===== src/rtl/seg7_pkg.sv =====
// Shared types and constants for the multiplexed 7-segment scan controller.
package seg7_pkg;

   typedef enum logic {
      BLANK = 1'b0,
      ON    = 1'b1
   } state_e;

   typedef struct packed {
      logic [15:0] value;
      logic [3:0]  dp;
   } disp_t;

   localparam logic [7:0] SEG_BLANK = 8'hFF;

   // Active-low {a,b,c,d,e,f,g,dp} patterns with dp off; entry 0 is the least significant.
   localparam logic [15:0][7:0] SEG_HEX = {
      8'h71, 8'h61, 8'h85, 8'h63, 8'hC1, 8'h11, 8'h09, 8'h01,
      8'h1F, 8'h41, 8'h49, 8'h99, 8'h0D, 8'h25, 8'h9F, 8'h03
   };

endpackage


===== src/rtl/seg7_hex_decode.sv =====
// Combinational hex digit + decimal point to active-low segment pattern.
module seg7_hex_decode
   import seg7_pkg::*;
(
   input  logic [3:0] hex,
   input  logic       dp,
   output logic [7:0] seg_c
);

   logic [7:0] pattern;

   always_comb begin
      pattern = SEG_HEX[hex];
      seg_c   = {pattern[7:1], ~dp};
   end

endmodule


===== src/rtl/seg7_scan_ctrl.sv =====
// 4-digit multiplexed 7-segment scan controller with blanking gaps, frame-aligned
// updates through a valid/ready port and optional leading-zero blanking.
module seg7_scan_ctrl
   import seg7_pkg::*;
#(
   parameter int unsigned ON_CYCLES    = 49_950,
   parameter int unsigned BLANK_CYCLES = 50
) (
   input  logic        clk,
   input  logic        rst_n,
   input  logic        upd_valid,
   output logic        upd_ready,
   input  logic [15:0] upd_value,
   input  logic [3:0]  upd_dp,
   input  logic        lz_blank,
   output logic [7:0]  seg,
   output logic [3:0]  digit,
   output logic        frame_tick
);

   localparam int unsigned MAX_CYC = (ON_CYCLES > BLANK_CYCLES) ? ON_CYCLES : BLANK_CYCLES;
   localparam int unsigned TW      = (MAX_CYC > 1) ? $clog2(MAX_CYC) : 1;
   localparam logic [TW-1:0] ON_LAST    = TW'(ON_CYCLES - 1);
   localparam logic [TW-1:0] BLANK_LAST = TW'(BLANK_CYCLES - 1);

   state_e        state_q, state_d;
   logic [TW-1:0] timer_q, timer_d;
   logic [1:0]    index_q, index_d;
   disp_t         active_q, active_d;
   disp_t         shadow_q, shadow_d;
   logic          pending_q, pending_d;
   logic          upd_ready_q, upd_ready_d;
   logic [7:0]    seg_q, seg_d;
   logic [3:0]    digit_q, digit_d;
   logic          frame_tick_q, frame_tick_d;

   logic          phase_last;
   logic          frame_end;
   logic          accept;
   logic [3:0][3:0] nib;
   logic [3:0]    nz;
   logic [3:0]    lz_mask;
   logic [3:0]    cur_hex;
   logic          cur_dp;
   logic [7:0]    dec_seg_c;

   seg7_hex_decode u_dec (
      .hex   (cur_hex),
      .dp    (cur_dp),
      .seg_c (dec_seg_c)
   );

   // Digit selection and leading-zero mask from the committed value
   always_comb begin
      nib     = active_q.value;
      nz      = '0;
      for (int k = 0; k < 4; k++) begin
         nz[k] = |nib[k];
      end
      lz_mask    = 4'b0000;
      lz_mask[3] = ~nz[3];
      lz_mask[2] = ~(|nz[3:2]);
      lz_mask[1] = ~(|nz[3:1]);
      cur_hex    = nib[index_q];
      cur_dp     = active_q.dp[index_q];
   end

   // Slot sequencing, update handshake and registered display outputs
   always_comb begin
      state_d      = state_q;
      timer_d      = TW'(timer_q + 1'b1);
      index_d      = index_q;
      active_d     = active_q;
      shadow_d     = shadow_q;
      pending_d    = pending_q;
      seg_d        = SEG_BLANK;
      digit_d      = 4'b0000;

      phase_last = (state_q == ON) ? (timer_q == ON_LAST) : (timer_q == BLANK_LAST);
      frame_end  = (state_q == ON) && phase_last && (index_q == 2'd3);
      accept     = upd_valid & upd_ready_q;

      if (phase_last) begin
         timer_d = '0;
         if (state_q == ON) begin
            state_d = BLANK;
            index_d = 2'(index_q + 2'd1);
         end else begin
            state_d = ON;
         end
      end

      if (accept) begin
         shadow_d  = '{value: upd_value, dp: upd_dp};
         pending_d = 1'b1;
      end else if (frame_end) begin
         pending_d = 1'b0;
      end

      if (frame_end && pending_q) begin
         active_d = shadow_q;
      end

      // Ready stays low through the commit edge and rises on the following one
      upd_ready_d  = ~(pending_q | accept);
      frame_tick_d = frame_end;

      if (state_q == ON) begin
         digit_d = 4'b0001 << index_q;
         seg_d   = (lz_blank && lz_mask[index_q]) ? SEG_BLANK : dec_seg_c;
      end
   end

   always_ff @(posedge clk or negedge rst_n) begin
      if (!rst_n) begin
         state_q      <= BLANK;
         timer_q      <= '0;
         index_q      <= 2'd0;
         active_q     <= '0;
         shadow_q     <= '0;
         pending_q    <= 1'b0;
         upd_ready_q  <= 1'b1;
         seg_q        <= SEG_BLANK;
         digit_q      <= 4'b0000;
         frame_tick_q <= 1'b0;
      end else begin
         state_q      <= state_d;
         timer_q      <= timer_d;
         index_q      <= index_d;
         active_q     <= active_d;
         shadow_q     <= shadow_d;
         pending_q    <= pending_d;
         upd_ready_q  <= upd_ready_d;
         seg_q        <= seg_d;
         digit_q      <= digit_d;
         frame_tick_q <= frame_tick_d;
      end
   end

   assign upd_ready  = upd_ready_q;
   assign seg        = seg_q;
   assign digit      = digit_q;
   assign frame_tick = frame_tick_q;

endmodule


===== config.mk =====
export PLATFORM = sky130hd
export DESIGN_NAME = seg7_scan_ctrl
export DESIGN_NICKNAME = d
export VERILOG_FILES = /design/src/rtl/seg7_pkg.sv /design/src/rtl/seg7_hex_decode.sv /design/src/rtl/seg7_scan_ctrl.sv
export SDC_FILE = /design/constraint.sdc
export NUM_CORES = 1
export LEC_CHECK = 0
export ABC_CLOCK_PERIOD_IN_PS = 6100
export CAP_MARGIN = 20
export CORE_UTILIZATION = 35
export DETAILED_ROUTE_END_ITERATION = 10
export PLACE_DENSITY = 0.53
export SETUP_SLACK_MARGIN = 0.15
export SLEW_MARGIN = 20
export SYNTH_ARGS = -nofsm -noshare
export SYNTH_HDL_FRONTEND = slang
export SYNTH_SLANG_ARGS = --single-unit

===== constraint.sdc =====
create_clock -name clk -period 6.1 [get_ports clk]
set_input_delay 0.915 -clock clk [delete_from_list [all_inputs] [get_ports clk]]
set_output_delay 0.915 -clock clk [all_outputs]
set_load 0.005 [all_outputs]

# Yosys cells after proc, flatten, opt, wreduce, memory -nomap -nowiden
# Memory sizes are Yosys's and may differ from the RTL's.
# Cells that the tools add are included.
[op_classes]
n_addsub = 2
multipliers = 0
n_div = 0
n_lt_le_gt_ge = 2
n_eq_ne = 3
n_shift = 1
muxes = 15
n_bitwise = 7
reduce_logical = 9
[ops]
columns = ["op", "count"]
rows = [
  ["8-bit two-way mux", 3],
  ["16-bit by 1-bit adder with 16-bit output, second input constant", 1],
  ["16-bit == test, second input constant", 1],
  ["16-bit by 6-bit == test with 1-bit output, second input constant", 1],
  ["16-bit two-way mux", 1],
  ["12-bit OR reduction", 1],
  ["4-bit binary-select mux with 2-bit select", 1],
  ["4-bit two-way mux", 2],
  ["8-bit OR reduction", 1],
  ["1-bit two-way mux", 6],
  ["4-bit by 5-bit < comparator with 1-bit output, second input constant", 1],
  ["1-bit inverter", 5],
  ["1-bit binary-select mux with 2-bit select", 2],
  ["1-bit logical AND", 4],
  ["4-bit OR reduction", 1],
  ["1-bit by 2-bit left shift with 4-bit output, first input constant", 1],
  ["2-bit by 3-bit < comparator with 1-bit output, second input constant", 1],
  ["2-bit by 1-bit adder with 2-bit output, second input constant", 1],
  ["2-bit == test, second input constant", 1],
  ["2-bit AND reduction", 1],
  ["2-bit nonzero test", 1],
  ["1-bit AND", 1],
  ["1-bit bitwise OR", 1],
]
[word_totals]
ff_bits = 74
latch_bits = 0
ramBits = 0
romBits = 128
in_bits = 24
output_inout_bits = 14
word_cells = 52
n_memories = 1
[memory_table]
columns = ["memory", "words", "width", "rd", "rd_clocked_by_memory_dff", "wr", "line", "source"]
rows = [
  ["(name not given)", 16, 8, 1, 0, 0, "seg7_hex_decode.sv:13", "pattern = SEG_HEX[hex];"],
]

# Logic depth before layout (Yosys ltp)
[depth]
ltp_word = 7
mapped_depth = 8
mapped_depth_nobuf = 7

# Hierarchy
# Synthesis repeated with hierarchy kept, for this count alone.
[hier_totals]
hier_cells = 258
area_unflattened_um2 = 3489.6
[modules_own_cells]
columns = ["module", "instances", "cells_per_inst", "area_each_um2", "seq_area_each_um2"]
rows = [
  ["seg7_scan_ctrl", 1, 224, 3216.8, 1863.0],
  ["seg7_hex_decode", 1, 34, 272.8, 0.0],
]

# Worst setup path after synthesis
# Ideal clock, no wire load.
[synth_timing]
kind = "register to register"
from = "register index_q[1]"
to = "register seg_q[4] (netlist: seg[4])"
setup_ns = 0.094
t_arrival_ns = 2.008
required_time_ns = 6.006
path_slack_ns = 3.999
path_stages_with_launch = 8
path_buffers = 1
period_less_slack_ns = 2.101
path_cell_list = "dfrtp_1 buf_2 mux4_2 inv_1 ha_1 inv_1 mux4_2 nand2b_1"
[synth_via]
elab_chain_cells = 6
elab_cells_between_ends = 9
cone_classes = "mux (7); reduce/logical (1); memory (1)"
[synth_rtl]
columns = ["item", "line", "source"]
rows = [
  ["start: declaration", "seg7_scan_ctrl.sv:28", "logic [1:0] index_q, index_d;"],
  ["start signal: assignment", "seg7_scan_ctrl.sv:129", "index_q <= index_d;"],
  ["4-bit binary-select mux with 2-bit select", "seg7_scan_ctrl.sv:64", "cur_hex = nib[index_q];"],
  ["4-bit two-way mux (implied by the code)", "seg7_scan_ctrl.sv:64", ""],
  ["memory 16 x 8 bit", "-", ""],
  ["8-bit two-way mux (implied by the code)", "seg7_hex_decode.sv:13", ""],
  ["8-bit two-way mux (*)", "seg7_scan_ctrl.sv:110", "seg_d = (lz_blank && lz_mask[index_q]) ? SEG_BLANK : dec_seg_c;"],
  ["8-bit two-way mux (*)", "seg7_scan_ctrl.sv:108", "if (state_q == ON) begin"],
  ["net seg_d[4]", "seg7_scan_ctrl.sv:33", "logic [7:0] seg_q, seg_d;"],
  ["end signal: assignment", "seg7_scan_ctrl.sv:134", "seg_q <= seg_d;"],
  ["end: declaration", "seg7_scan_ctrl.sv:33", ""],
]
# Mark *: on every way through the listed nets, which the timed path passes. The rest lies on a longest branch. The select of a mux whose other input is x is not followed.
# A chain may end at the register's enable or synchronous reset.

# Worst setup path in the final report
[layout_timing]
from = "register timer_q[1]"
to = "register active_q, in the netlist nib[15]"
[layout_via]
elab_chain_cells = 5
elab_cells_between_ends = 6
cone_classes = "eq/ne (2); mux (1); reduce/logical (3)"
[layout_rtl]
columns = ["item", "line", "source"]
rows = [
  ["start: declaration", "seg7_scan_ctrl.sv:27", "logic [TW-1:0] timer_q, timer_d;"],
  ["start signal: assignment", "seg7_scan_ctrl.sv:128", "timer_q <= timer_d;"],
  ["16-bit by 6-bit == test with 1-bit output / 16-bit == test (equally long branches)", "seg7_scan_ctrl.sv:79", "phase_last = (state_q == ON) ? (timer_q == ON_LAST) : (timer_q == BLANK_LAST);"],
  ["1-bit two-way mux (*)", "seg7_scan_ctrl.sv:79", ""],
  ["1-bit logical AND (*) (2 in a row)", "seg7_scan_ctrl.sv:80", "frame_end = (state_q == ON) && phase_last && (index_q == 2'd3);"],
  ["1-bit logical AND (*)", "seg7_scan_ctrl.sv:100", "if (frame_end && pending_q) begin"],
  ["end signal: assignment", "seg7_scan_ctrl.sv:130", "active_q <= active_d;"],
  ["end: declaration", "seg7_scan_ctrl.sv:29", "disp_t active_q, active_d;"],
]
# Every way passes the cells marked *; elsewhere a longest branch is shown, timed or not.

==> flow_summary.yaml <==
status:
  status: "completed"
global_routing:
  grt.overflow.total: 0
  grt_antenna_before_repair: 0
  grt_max_degree: 75
  grt_pass1_wl_um: 10200
  grt_pass1_vias: 2089
  grt_util_all_layers: 0.136
synth:
  yosys-mux-area-fraction: 0.184
  yosysTopAreaCellShare: 0.494
  syn_nets: 285
  synth_top_family_by_area: "multiplexers"
  synthArstFlopShare: 1.00
  synth_compound_area_frac: 0.0323
  synth.avg_cell_area_um2: 13.2
  ys_top_cells_by_area: "dfrtp_1 (49%), dfstp_2 (7.2%), mux2_2 (7.2%), mux2_1 (6.8%), ha_1 (4.6%)"
  synth-simple-area-share: 0.106
  seq_area_frac_synth: 0.566
  synth-edff-count: 0
  synth_xor_area_frac: 0.0399
  ys_types: 32
  synth_flop_cell: "dfrtp_1"
  synth.ff_latch_count: 74
  synth-adder-area-share: 0.0456
  yosys_warnings: 0
  synth_top_cell_by_area: "dfrtp_1"
  syn_inst: 249
  netlist_area_mm2: 0.00329
power:
  total_power_uw: 954
  power.density_mw_per_mm2: 240
  pwr-share-clk: 0.443
  switching_share: 0.206
  p_switching_uw: 197
  pwr-share-comb: 0.032
  p_seq_frac: 0.525
  ir_drop_mv: 0.0995
  leakagePower_nw: 1.78
  intPower_uw: 757
sta:
  fmax_mhz: 331
  worst_pin_slew_ps: 942
  grt_setup_unrepaired: "no"
  slew_headroom: 0.372
  fin_hold_ws_ps: 428
  finalSetupTns_ps: 0
  period_share: 0.496
  final-setup-viol-count: 0
  finalHoldViolations: 0
  min_period_ps: 3020
  final_max_slew_viol_count: 0
  fin_skew_ps: 8.03
floorplan:
  start_util: 0.358
  die_w_um: 99.0
  top_level_ports: 38
  rows: 35
  die_height_um: 99.0
  die_area_mm2: 0.00980
  core-area_mm2: 0.00920
cells_and_area:
  final_nets: 325
  area_growth_pct: 20.8
  final_layout_size_suffix_gt1_frac: 0.190
  finalNonFillerCells: 405
  antenna_cells: 0
clock_tree:
  root_buffer: "clkbuf_8"
  cts.path.max_buffers: 2
  cts_resized: 0
  htreeDepth: 3
  cts_tree: "yes"
  cts_sinks: 74
  cts.clk_slew.worst_paths_ps: 70
  cts-buffers-inserted: 9
  insertion_delay_ps: 340
  postCtsSetupRepairBufs: 0
  cts_hold_buf: 0
placement:
  io_buffers: 37
  routabilityCongestion: 0.751
  place_inst: 389
  dp_hpwl_um: 4030
worst_setup_path:
  slowest_stage: "and3_1"
  crit_type: "flip-flop to flip-flop"
  crit_family: "simple AND/OR/NAND/NOR gates"
  path_cells: "inv_1 -> ha_1 -> nor4b_1 -> nand2_1 -> nor3_2 -> and3_1 -> mux2_1"
  path_buf_inv: 1
  crit_fanout: 20
  worstPathArrival_ps: 3240
  end_kind: "flip-flop"
  start_kind: "flip-flop"
  cp_data_required_time_ps: 6320
  max_stage_delay_ps: 900
drt:
  drt_wl_total_um: 5860
  drt-initial-drc-count: 45
  vias: 1987
  wl_per_cell_um: 14.5
  ant_nets: 0
  avgViaCountPerCell: 4.91
  drc: 0
  firstDrtPassIters: 4
worst_hold_path:
  hold_path_class: "flip-flop to flip-flop"
job:
  maxCapViolations: 0
[flip-flops by register name (all words and copies together), names as in the netlist]
register	cells
seg	8
pending_q	1
shadow_q	20
frame_tick	1
upd_ready	1
state_q	1
timer_q	16
digit	4
index_q	2
active_q	4
nib	16
[synthesized netlist by cell type (all sizes together) (5+ instances only)]
cell type and instances:
buf 5, o21ai 5, nand2 11, dfstp 9
xor2 8, mux2 41, xnor2 7, mux4 6
inv 9, and2 7, nor2 15, ha 12
dfrtp 65, nand3 10
[final timing paths]
kind | from | end | slack, ps | cells after the start
min reg2reg | pending_q$_DFFE_PN0P_ | upd_ready$_DFF_PN1_ | 430 | 1
max in group asynchronous | rst_n | nib[12]$_DFFE_PN0P_ | 4700 | 2
min in group asynchronous | rst_n | shadow_q[1]$_DFFE_PN0P_ | 790 | 2
max | timer_q[1]$_DFF_PN0_ | nib[15]$_DFFE_PN0P_ | 3080 | 7
min | pending_q$_DFFE_PN0P_ | upd_ready$_DFF_PN1_ | 430 | 1
max reg2reg | timer_q[1]$_DFF_PN0_ | nib[15]$_DFFE_PN0P_ | 3080 | 7
[power by group through the flow]
stage / Sequential (mW) / Combinational (mW) / Clock, mW
2_1_floorplan: 0.509 / 0.00595 / 0
3_3_place_gp: 0.511 / 0.0316 / 0
3_5_place_dp: 0.511 / 0.0317 / 0
4_1_cts: 0.501 / 0.0318 / 0.440
5_1_grt: 0.502 / 0.0344 / 0.462
6_report: 0.501 / 0.0306 / 0.422
[placed cells by master, fill, tap and decap left out]
cell	n
mux2_1	20
a31oi_1	2
clkbuf_8	10
mux2i_1	1
dfrtp_1	65
nor4b_1	2
nor4_1	4
o211ai_1	3
nor2_1	15
nor2b_1	1
a21oi_1	4
mux2_2	21
xor2_1	8
nor3_2	1
and4_1	4
nand2_1	11
mux4_2	6
nand4_1	3
buf_2	1
o221ai_1	2
or2_2	1
nand2b_1	3
clkdlybuf4s50_1	36
dfstp_2	9
o31a_1	1
clkinv_2	1
ha_1	12
and2_1	7
buf_4	1
inv_1	9
and3_1	3
clkinvlp_4	2
xnor2_1	7
nand3_1	10
bufinv_16	2
inv_6	1
o21ai_0	5
[layout make-up]
| cell class | instances | area [um^2] |
|---|---|---|
| fillers | 867 | 5220 |
| repair buffers | 38 | 373 |
| clock inverters | 6 | 88.8 |
| flip-flops and latches | 74 | 1860 |
| clock buffers | 10 | 138 |
| well taps | 111 | 139 |
| inverters | 9 | 33.8 |
| multi-input cells | 157 | 1340 |
[metrics by stage]
step | utilization | setup slack (ps) | instance area [um^2]
floorplan | - | 4000 | 3290
global placement | 0.408 | 3100 | 3750
detailed placement | 0.408 | 3020 | 3750
CTS | 0.433 | 3000 | 3980
global route | 0.433 | 2660 | 3980
finish | 0.433 | 3080 | 3980
[cells by family after synthesis]
group / count (synthesis)
buffers and inverters: 18
AO/OA/AOI/OAI: 17
multiplexers: 48
adder cells (fa/ha/maj): 12
AND/OR/NAND/NOR: 65
flip-flops: 74
XOR/XNOR: 15
[metal layers]
metal  global-route usage  share of wire
met5                    0              0
met4               0.0379         0.0078
met3               0.0461          0.034
met2                0.228           0.51
met1                0.167           0.45
[worst reg2reg max path: stages (launching register included)]
cell     delay (ps)
dfrtp_1         430
inv_1            80
ha_1            130
nor4b_1         210
nand2_1         110
nor3_2          640
and3_1          910
mux2_1          390
Note: power is estimated with default switching activity, not from simulation.
